<file path="config.mk">
export PLATFORM = sky130hd
export DESIGN_NAME = dti_stream_monitor
export DESIGN_NICKNAME = d
export VERILOG_FILES = /design/src/rtl/dti_stream_monitor.sv
export SDC_FILE = /design/constraint.sdc
export NUM_CORES = 1
export LEC_CHECK = 0
export BUFFER_PORTS_ARGS = -buffer_cell sky130_fd_sc_hd__clkbuf_2
export CORE_ASPECT_RATIO = 0.75
export CORE_MARGIN = 2
export CORE_UTILIZATION = 50
export DETAILED_ROUTE_END_ITERATION = 16
export PLACE_DENSITY = 0.77
export SLEW_MARGIN = 20
export SYNTH_ARGS = -nofsm -noshare
export SYNTH_HDL_FRONTEND = slang
export SYNTH_SLANG_ARGS = --single-unit
</file>
<file path="constraint.sdc">
create_clock -name clk -period 2 [get_ports clk]
set_input_delay 0.2 -clock clk [delete_from_list [all_inputs] [get_ports clk]]
set_output_delay 0.2 -clock clk [all_outputs]
set_load 0.05 [all_outputs]
</file>
<file path="src/rtl/dti_stream_monitor.sv">
// Passive DTI channel checker: flags valid drops and data changes on a pending transfer,
// records the first error, and keeps saturating handshake/stall/idle/cycle counters.
module dti_stream_monitor #(
  parameter int W     = 16,
  parameter int CNT_W = 32
) (
  input  logic             clk,
  input  logic             rst,
  input  logic [W-1:0]     data,
  input  logic             valid,
  input  logic             ready,
  input  logic             checks_enable,
  input  logic             clear,
  output logic [CNT_W-1:0] cycle_cnt,
  output logic [CNT_W-1:0] hs_cnt,
  output logic [CNT_W-1:0] stall_cnt,
  output logic [CNT_W-1:0] idle_cnt,
  output logic             err_valid_drop,
  output logic             err_data_change,
  output logic [1:0]       err_first_code,
  output logic [CNT_W-1:0] err_first_cycle,
  output logic [W-1:0]     err_first_data
);

  localparam logic [CNT_W-1:0] CNT_MAX  = '1;
  localparam logic [CNT_W-1:0] CNT_ZERO = '0;
  localparam logic [CNT_W-1:0] CNT_ONE  = {{(CNT_W-1){1'b0}}, 1'b1};

  // A clear restarts the count from this cycle's increment; otherwise hold at max.
  function automatic logic [CNT_W-1:0] sat_inc(input logic [CNT_W-1:0] cnt,
                                               input logic inc,
                                               input logic clr);
    logic [CNT_W-1:0] res;
    if (clr)
      res = inc ? CNT_ONE : CNT_ZERO;
    else if (inc && (cnt != CNT_MAX))
      res = cnt + CNT_ONE;
    else
      res = cnt;
    return res;
  endfunction

  logic         pending_p1;
  logic [W-1:0] prev_data_p1;

  logic hs_p0, stall_p0, idle_p0;
  logic vd_p0, dc_p0, first_load_p0;

  // Stage p0: classify the sampled cycle against the previous cycle's pending state
  always_comb begin
    hs_p0         = valid & ready;
    stall_p0      = valid & ~ready;
    idle_p0       = ~valid;
    vd_p0         = checks_enable & pending_p1 & ~valid;
    dc_p0         = checks_enable & pending_p1 & valid & (data != prev_data_p1);
    first_load_p0 = (vd_p0 | dc_p0) &
                    (clear | ~(err_valid_drop | err_data_change));
  end

  // Stage p1: tracking state, counters and sticky error capture
  always_ff @(posedge clk) begin
    if (rst) begin
      pending_p1      <= 1'b0;
      prev_data_p1    <= '0;
      cycle_cnt       <= '0;
      hs_cnt          <= '0;
      stall_cnt       <= '0;
      idle_cnt        <= '0;
      err_valid_drop  <= 1'b0;
      err_data_change <= 1'b0;
      err_first_code  <= 2'b00;
      err_first_cycle <= '0;
      err_first_data  <= '0;
    end else begin
      pending_p1      <= stall_p0;
      prev_data_p1    <= data;
      cycle_cnt       <= sat_inc(cycle_cnt, 1'b1, clear);
      hs_cnt          <= sat_inc(hs_cnt, hs_p0, clear);
      stall_cnt       <= sat_inc(stall_cnt, stall_p0, clear);
      idle_cnt        <= sat_inc(idle_cnt, idle_p0, clear);
      err_valid_drop  <= (err_valid_drop & ~clear) | vd_p0;
      err_data_change <= (err_data_change & ~clear) | dc_p0;
      if (first_load_p0) begin
        err_first_code  <= {dc_p0, vd_p0};
        err_first_cycle <= clear ? CNT_ZERO : cycle_cnt;
        err_first_data  <= data;
      end else if (clear) begin
        err_first_code  <= 2'b00;
        err_first_cycle <= '0;
        err_first_data  <= '0;
      end
    end
  end

endmodule

</file>
**After elaboration in Yosys (flattened, before gate mapping)**

Cells that the tools add are included.

- $add $sub $neg: 4
- Mux-type cells: 18
- Reduce and logical (&&, ||, !) cells: 9
- Bitwise operators: 18
- Equality and inequality tests: 5

Operator list:

| cell | number |
|---|---|
| $mux W32 | 9 |
| $add A32 B1 Y32 const B | 4 |
| $ne A32 B32 Y1 const B | 4 |
| $mux W16 | 2 |
| $ne A16 B16 Y1 | 1 |
| $reduce_bool A2 Y1 | 5 |
| $and A1 B1 Y1 | 9 |
| $mux W1 | 5 |
| $or A1 B1 Y1 | 5 |
| $mux W2 | 2 |
| $not A1 Y1 | 4 |
| $logic_and A1 B1 Y1 | 3 |
| $reduce_or A2 Y1 | 1 |

- Input bits: 22
- Register bits: 197
- Word-level logic and storage cells: 66

**Depth between registers and ports, before layout**

Gate-level depths: netlist of run 1.

- Word-level depth: 6
- Mapped depth: 8
- Depth with buffers taken out: 6

**Worst setup path after synthesis of run 1**

Ideal clock, no wire load.

- Path kind: reg2reg
- From: reg stall_cnt[0]
- To: reg stall_cnt[28]
- Path slack: -0.607 ns
- Setup time: 0.116 ns
- Required time: 1.884 ns
- Clock period less this slack: 2.607 ns
- Stages on the path, launching flop included: 7
- Data arrival time: 2.490 ns
- Cells stage by stage: dfxtp_1 ha_1 nand4_1 or4_4 nor4_4 a31oi_1 a41o_1

- Word-level cells in the longest chain between the ends: 3
- Elaborated cells between the ends (all ways): 6
- Those cells by class: 1 x add/sub; 1 x eq/ne; 2 x mux; 2 x reduce/logical

RTL lines:

| item | RTL line | source |
|---|---|---|
| start: declaration | 16 | `output logic [CNT_W-1:0] stall_cnt,` |
| start signal: assignment | 79 | `stall_cnt <= sat_inc(stall_cnt, stall_p0, clear);` |
| $add A32 B1 Y32 / $ne A32 B32 Y1 (equally long branches) | 37, 36 |  |
| $mux W32 / $logic_and A1 B1 Y1 (equally long branches) | 36 | `else if (inc && (cnt != CNT_MAX))` |
| $mux W32 / $reduce_bool A2 Y1 (equally long branches) | -- |  |

Several ways; a longest one is shown, not always the timed one. The select of a mux whose other input is x is not followed.
A chain may end at the register's enable or synchronous reset.

**Worst setup path in the final report of run 1**

- From: reg cycle_cnt[9]
- To: reg cycle_cnt[31]

- Word-level cells in the longest chain between the ends: 1
- Elaborated cells between the ends (all ways): 2
- Those cells by class: 1 x add/sub; 1 x eq/ne

RTL lines:

| item | RTL line | source |
|---|---|---|
| start: declaration | 14 | `output logic [CNT_W-1:0] cycle_cnt,` |
| start signal: assignment | 77 | `cycle_cnt <= sat_inc(cycle_cnt, 1'b1, clear);` |
| $add A32 B1 Y32 / $ne A32 B32 Y1 (equally long branches) | 37, 36 |  |

Several ways; a longest one is shown, not always the timed one.

==> parameters.txt, run 1 <==
Parameter                              Value

Floorplanning
  I/O pins ... between 200 and 250
  Overall die area ... 0.0209 mm²
  Row cnt ... between 40 and 50
  Starting density of the core ... roughly 50%
  Die width ... around 170 µm
  Height of the die ... between 100 and 150 µm
  Core area ... about 0.019 mm²

Power and ir drop
  Maximum ir drop on the vdd rail ... a little over 0.5 mV
  Internal power component ... about 5.9 mW
  Power Density ... approximately 610 mW/mm²
  Proportion of power drawn by combinational gates ... between 5 and 6%
  Portion of total power attributed to the clock network ... ~45%
  Net switching power figure ... 2.03 mW
  Share of total power in sequential cells ... 49.3%
  Static leakage ... 4.80 nW
  Net switching fraction of the power ... between 20% and 30%

Run status
  Outcome ... complete, but fails checks
  Violated checks ... negative setup slack

Run
  Number of max-cap violations ... 0

Timing
  Finish-stage setup viols ... 2
  Final count of hold timing violations ... 0
  Worst slew margin relative to its limit ... 38.3%
  Slew Limit Fails ... 0
  Crit path time final ... around 2 ns
  Crit share post-route ... 100%
  Final setup slack of the worst path ... -0.00978 ns
  Unrepaired setup endpoints after global routing ... true
  Measured slew at the worst slew-check pin ... roughly 0.92 ns
  Achievable frequency ... between 400 and 500 MHz
  Final clock skew ... about 0.013 ns

Place
  GP Congestion ... just over 0.9
  Pre-CTS worst setup slack ... -0.0503 ns
  Buffers on Ports ... ~200
  DP Wirelength ... 21300 µm
  DP Cell Count ... between 1500 and 2000

Synthesis
  Dominant synthesized flop cell ... sky130_fd_sc_hd__dfxtp_1
  Total standard cell area after synthesis ... 0.00990 mm²
  Number of synthesized flops with an enable pin ... 0
  Register area share after synthesis ... between 30 and 40%
  Total of flip-flops plus latches after synthesis ... roughly 200
  Fraction of the mapped netlist area in compound gates ... 16.0%
  Largest family of logic cells by synthesized area ... simple AND/OR/NAND/NOR gates
  Ys async rst share ... 0%
  Count of mapped cells out of synthesis ... 1153
  Post-synthesis average cell area ... between 8 and 9 µm²
  Yosys top cell area share ... between 30% and 40%
  Post-synthesis mux area share ... 5.16%
  Post-synthesis share of cell area spent on full adders, half adders and majority gates ... less than 1%
  Post-Synthesis Net Count ... 1179
  Area leader, netlist ... sky130_fd_sc_hd__dfxtp_1
  Yosys warns ... 0
  Basic-gate share of the synthesized area counting and, or, nand and nor cells ... between 30 and 40%
  Leading cell types by total area after synthesis ... sky130_fd_sc_hd__dfxtp_1 40%, sky130_fd_sc_hd__nand3_1 4.1%, sky130_fd_sc_hd__nand4_1 3.4%
  Unique masters post-synth ... 65
  Share of the synthesized netlist area taken by xor and xnor gates ... approximately 4.7%

Routing
  Via density per instance ... 6.13
  Post-route DRC violation count ... 0
  Wire per inst ... 18.4 µm
  Count of routing violations after the opening detailed-route iteration ... a little over 1000
  Final WL ... between 30000 and 40000 µm
  Number of nets with antenna violations after routing ... 0
  First-pass iteration count of the detailed router ... 5
  Detailed-route via count ... 10218

Clock tree
  Clock Sink Count ... about 200
  Clock tree from TritonCTS ... yes
  Register clock-pin slew on the reported worst setup and hold paths ... ~0.08 ns
  Clock latency reported for the late side of the worst-skew pair ... between 0.4 and 0.5 ns
  # hold bufs at CTS ... 0
  H-tree depth ... 4
  Cts bufs inserted ... 17
  Cell chosen for the clock root ... sky130_fd_sc_hd__clkbuf_16
  Max clock buf depth ... 2

Global routing
  Number of global-route vias before repair ... just over 9000
  Largest net degree at the start of global routing ... slightly above 80
  Antenna violations before repair ... 0
  First-pass GRT wire length ... ~48000 µm
  Overall track demand over capacity in global routing ... 27.7%
  Total gr overflow ... 0

Setup path
  Startpoint type of the worst setup path ... flip-flop
  Largest fanout of any net on the critical path ... 8
  Endpoint class of the critical path ... flip-flop
  Slowest Stage Delay on Critical Path ... approximately 0.66 ns
  CP top delay family ... simple AND/OR/NAND/NOR gates
  Number of cell instances on the worst register-to-register path ... 5
  Critical path required time ... about 2.4 ns
  CP Class ... flip-flop to flip-flop
  Most used cell along the critical path ... sky130_fd_sc_hd__or3_1
  Master of the slowest instance on the critical path ... sky130_fd_sc_hd__or4_4
  Worst-path cell chain ... nand4_1 > or4_4 > or3_1 > or3_1 > a21oi_1
  Arrival time at the worst endpoint ... ~2.4 ns
  Count of buffer and inverter cells on the critical path ... 0
  Path length in cells of the critical path ... 5

Layout
  Area Overhead vs Synth ... 31.8%
  Layout net count ... around 1400
  Commonest non-fill, non-tap cell in the layout ... sky130_fd_sc_hd__clkbuf_2
  Commonest cells after routing, fill and taps aside ... 200 x sky130_fd_sc_hd__clkbuf_2, 92 x sky130_fd_sc_hd__dfxtp_1, 87 x sky130_fd_sc_hd__buf_4
  Count of fill cells added during filler insertion ... between 1500 and 2000
  Finished Layout Cells ... between 1500 and 2000
  Fraction of final layout cells sized beyond drive strength 1 ... 37.6%
  Ant diodes ... 0

Worst hold path
  Classification of the worst-slack hold path ... input pin to flip-flop
  Min-Delay Path Depth ... 2
-- layer usage --
metal	up-vias	track usage, %	part of all wire, %	wire (µm)
met5	-	0	0	0
met4	0	6.64	1.2	370
met3	35	8.27	9.8	3000
met2	404	39.9	43	13200
met1	4908	40.6	46	14000
li1	4871	-	-	-
-- path summary, 6_finish.rpt --
kind,from,end,slack [ns]
max,cycle_cnt[9]$_SDFFE_PP0P_,cycle_cnt[31]$_SDFFE_PP0P_,-0.01
min,data[1],prev_data_p1[1]$_SDFF_PP0_,0.04
max reg2reg,cycle_cnt[9]$_SDFFE_PP0P_,cycle_cnt[31]$_SDFFE_PP0P_,-0.01
min reg2reg,hs_cnt[31]$_SDFFE_PP0P_,hs_cnt[31]$_SDFFE_PP0P_,0.49
-- metrics by stage --
step	TNS (ns)	utilization (%)	total power, mW	hold WS [ns]	area, µm²
after detailed placement	-0.147	62.2	4.46	0.482	12000
after global placement	0	62.2	4.45	0.471	12000
after CTS	-0.0451	65.5	8.02	0.0250	12700
final	-0.0140	67.3	7.98	0.0354	13000
after global routing	-0.890	67.3	8.24	0.0202	13000
after floorplan	-4.02	-	4.30	0.359	10300
-- power groups by stage --
| stage | combinational [mW] | sequential, mW | clock (mW) |
|---|---|---|---|
| finish | 0.443 | 3.93 | 3.60 |
| detailed placement | 0.430 | 4.03 | 0 |
| CTS | 0.432 | 3.94 | 3.65 |
| global route | 0.475 | 3.94 | 3.83 |
| floorplan | 0.231 | 4.07 | 0 |
| global placement | 0.423 | 4.03 | 0 |
-- worst reg2reg max path, stage by stage, from the launching register on --
cell                      delay, ns
sky130_fd_sc_hd__dfxtp_4       0.35
sky130_fd_sc_hd__nand4_1       0.15
sky130_fd_sc_hd__or4_4         0.66
sky130_fd_sc_hd__or3_1         0.36
sky130_fd_sc_hd__or3_1         0.32
sky130_fd_sc_hd__a21oi_1       0.12
-- cells in the mapped netlist (all sizes together), types with 23 or more instances --
cell / n
a21oi: 63
a31oi: 24
and2: 25
clkbuf: 62
dfxtp: 197
mux2i: 33
nand2: 86
nand3: 83
nand4: 54
nor2: 75
nor4: 27
nor4b: 29
o21ai: 42
o31ai: 23
or3: 49
or4: 24
xnor2: 38
-- final cells by class --
class / count / area [µm²] / share of cell area (%)
multi-input cells: 868 / 5980 / 45.8
flip-flops and latches: 197 / 4150 / 31.8
repair buffers: 304 / 1930 / 14.8
clock buffers: 19 / 464 / 3.56
well taps: 253 / 317 / 2.43
clock inverters: 13 / 159 / 1.22
inverters: 12 / 45.0 / 0.345
-- state kept, by name, indices dropped and copies added, names as in the netlist --
signal,cells
cycle_cnt,32
err_data_change,1
err_first_code,2
err_first_cycle,32
err_first_data,16
err_valid_drop,1
hs_cnt,32
idle_cnt,32
pending_p1,1
prev_data_p1,16
stall_cnt,32
-- cell families after synthesis --
kind of cell / Yosys count
buf+inv: 88
xor+xnor: 53
mux: 49
fa+ha+maj: 4
simple gates: 529
compound gates: 233
flops: 197
-- repair_timing --
action | CTS | global route
setup buffers | 0 | 10
gates cloned | 0 | 3
setup endpoints to repair | 12 | 105
resized for setup | 5 | 45
pin swaps | 0 | 25
Power figures use the tool's default switching activity.
==> run 2: changes to the inputs <==
Settings changed: CORE_UTILIZATION 50 to 35, PLACE_DENSITY 0.77 to unset.
==> parameters.txt, run 2 (synthesized netlist as in run 1, its figures left out) <==
Parameter                              Value

Clock tree
  Cts bufs inserted ... 17 (unchanged)
  H-tree depth ... 4 (unchanged)
  Clock Sink Count ... 197 (unchanged)
  Register clock-pin slew on the reported worst setup and hold paths ... 0.07 ns (about the same)
  Max clock buf depth ... 2 (unchanged)
  Cell chosen for the clock root ... sky130_fd_sc_hd__clkbuf_16
  Clock tree from TritonCTS ... yes
  Clock latency reported for the late side of the worst-skew pair ... 0.44 ns (about the same)

Layout
  Commonest cells after routing, fill and taps aside ... 200 x sky130_fd_sc_hd__clkbuf_2, 91 x sky130_fd_sc_hd__dfxtp_1, 91 x sky130_fd_sc_hd__buf_4
  Finished Layout Cells ... 1797 (+7.9%)
  Post-layout utilization of the core ... 46.8% (-21 points)
  Area Overhead vs Synth ... 31.9% (about the same)
  Fraction of final layout cells sized beyond drive strength 1 ... 37.1% (-0.44 points)
  Count of fill cells added during filler insertion ... 2727 (+76%)
  Commonest non-fill, non-tap cell in the layout ... sky130_fd_sc_hd__clkbuf_2
  Layout net count ... 1427 (+0.070%)

Routing
  Wire per inst ... 17.8 µm (-2.8%)
  First-pass iteration count of the detailed router ... 7 (+2)
  Number of nets with antenna violations after routing ... 0 (unchanged)
  Final WL ... 32100 µm (+4.8%)
  Detailed-route via count ... 9944 (-2.7%)
  Count of routing violations after the opening detailed-route iteration ... 665 (-35%)
  Post-route DRC violation count ... 0 (unchanged)
  Via density per instance ... 5.53 (-9.8%)

Global routing
  Total gr overflow ... 0 (unchanged)
  Overall track demand over capacity in global routing ... 20.8% (-6.9 points)
  Largest net degree at the start of global routing ... 84 (+3.7%)
  First-pass GRT wire length ... 48700 µm (+1.4%)
  Antenna violations before repair ... 2 (+2)
  Number of global-route vias before repair ... 8728 (-4.9%)

Place
  GP Congestion ... 0.832 (-9.2%)
  Buffers on Ports ... 201 (unchanged)
  DP Cell Count ... 1750 (+8.0%)
  Pre-CTS worst setup slack ... -0.0496 ns (+0.000741 ns)
  DP Wirelength ... 22300 µm (+4.9%)

Setup path
  Worst flop-to-flop path endpoint ... stall_cnt[28]$_SDFFE_PP0P_
  Reg-to-reg setup timing slack ... -0.03 ns (-0.02 ns)
  Endpoint class of the critical path ... flip-flop
  Arrival time at the worst endpoint ... 2.36 ns (-0.02 ns)
  Startpoint type of the worst setup path ... flip-flop
  Critical path required time ... 2.33 ns (-0.04 ns)
  RR Startpoint ... stall_cnt[0]$_SDFFE_PP0P_
  CP Class ... flip-flop to flip-flop
  Largest fanout of any net on the critical path ... 7 (-1)
  Number of cell instances on the worst register-to-register path ... 7 (+2)

Floorplanning
  Height of the die ... 150 µm (+19%)
  Overall die area ... 0.0297 mm² (+42%)
  Starting density of the core ... 35.5% (-16 points)
  Core area ... 0.0279 mm² (+44%)
  Row cnt ... 53 (+20%)
  I/O pins ... 202 (unchanged)
  Die width ... 198 µm (+19%)

Power and ir drop
  Total power after layout ... 7.78 mW (-2.5%)
  Static leakage ... 4.72 nW (-1.7%)
  Power Density ... 596 mW/mm² (-2.6%)
  Maximum ir drop on the vdd rail ... 0.605 mV (+19%)

Timing
  Unrepaired setup endpoints after global routing ... true
  Crit path time final ... 2.03 ns (+0.0230 ns)
  Worst hold slack after final layout ... 0.0354 ns (-0.00000300 ns)
  Crit share post-route ... 102% (+1.1 points)
  Finish-stage setup viols ... 3 (+1)
  Achievable frequency ... 492 MHz (-1.1%)
  Final count of hold timing violations ... 0 (unchanged)
  Measured slew at the worst slew-check pin ... 0.962 ns (+0.0370 ns)
  Slew Limit Fails ... 0 (unchanged)
  Final setup slack of the worst path ... -0.0327 ns (-0.0230 ns)
  Worst slew margin relative to its limit ... 35.9% (-2.5 points)
  Final clock skew ... 0.0155 ns (+0.00244 ns)

Worst hold path
  End of the worst hold path ... prev_data_p1[7]$_SDFF_PP0_
  Launch point of the worst hold path ... data[7]
  Min-Delay Path Depth ... 2 (unchanged)
  Classification of the worst-slack hold path ... input pin to flip-flop

Run
  Number of max-cap violations ... 0 (unchanged)

Run status
  Outcome ... complete, but fails checks
  Violated checks ... negative setup slack
==> run 2: metrics by stage <==
step | TNS [ns] | cell area, µm²
after floorplan | -4.02 | 10300
after global placement | -0.0365 | 12200
after detailed placement | -0.187 | 12200
after CTS | 0 | 12800
after global routing | -1.07 | 13100
final | -0.0662 | 13100
==> run 2: worst max-delay path by stage <==
stage	startpoint	end	slack [ns]
after detailed placement	idle_cnt[0]$_SDFFE_PP0P_	idle_cnt[23]$_SDFFE_PP0P_	-0.05
after CTS	cycle_cnt[11]$_SDFFE_PP0P_	cycle_cnt[14]$_SDFFE_PP0P_	0.001
after global routing	stall_cnt[0]$_SDFFE_PP0P_	stall_cnt[28]$_SDFFE_PP0P_	-0.1
final	stall_cnt[0]$_SDFFE_PP0P_	stall_cnt[28]$_SDFFE_PP0P_	-0.03
after global placement	idle_cnt[0]$_SDFFE_PP0P_	idle_cnt[19]$_SDFFE_PP0P_	-0.02
after floorplan	stall_cnt[1]$_SDFFE_PP0P_	stall_cnt[28]$_SDFFE_PP0P_	-0.19
==> run 2: critical path: stages (launching register included) <==
cell and delay [ns]:
sky130_fd_sc_hd__dfxtp_4 0.38, sky130_fd_sc_hd__ha_4 0.14, sky130_fd_sc_hd__nand4_1 0.15, sky130_fd_sc_hd__or4_4 0.52, sky130_fd_sc_hd__nor4_4 0.29, sky130_fd_sc_hd__buf_6 0.16
sky130_fd_sc_hd__a31oi_1 0.08, sky130_fd_sc_hd__a41o_1 0.21
==> run 2: metal layers <==
layer	track usage, %	wire length [µm]
met5	0	0
met4	4.59	313
met3	5.52	2110
met2	29.9	13500
met1	30.9	16100
==> run 2: area by class of cell <==
class / instances / area [µm²] / share of cell area, %
Inverter: 12 / 45.0 / 0.345
Timing Repair Buffer: 305 / 1890 / 14.5
Clock inverter: 9 / 67.6 / 0.517
Clock buffer: 20 / 500 / 3.83
Sequential cell: 197 / 4150 / 31.8
Antenna cell: 1 / 2.50 / 0.0192
Tap cell: 385 / 482 / 3.69
Multi-Input combinational cell: 868 / 5920 / 45.3
==> run 2: repair_timing <==
item | CTS | global route
cloned | 0 | 1
pin swaps | 4 | 23
setup endpoints to repair | 11 | 88
setup buffers | 2 | 14
gates resized for setup | 1 | 40
hold buffers | 0 | 0
==> run 2: power by group <==
part | total [mW] | internal [mW] | leakage (nW) | switching (mW)
registers | 3.93 | 3.91 | 1.65 | 0.0209
logic | 0.442 | 0.135 | 2.79 | 0.307
clock network | 3.40 | 1.81 | 0.272 | 1.60
total | 7.78 | 5.85 | 4.72 | 1.93
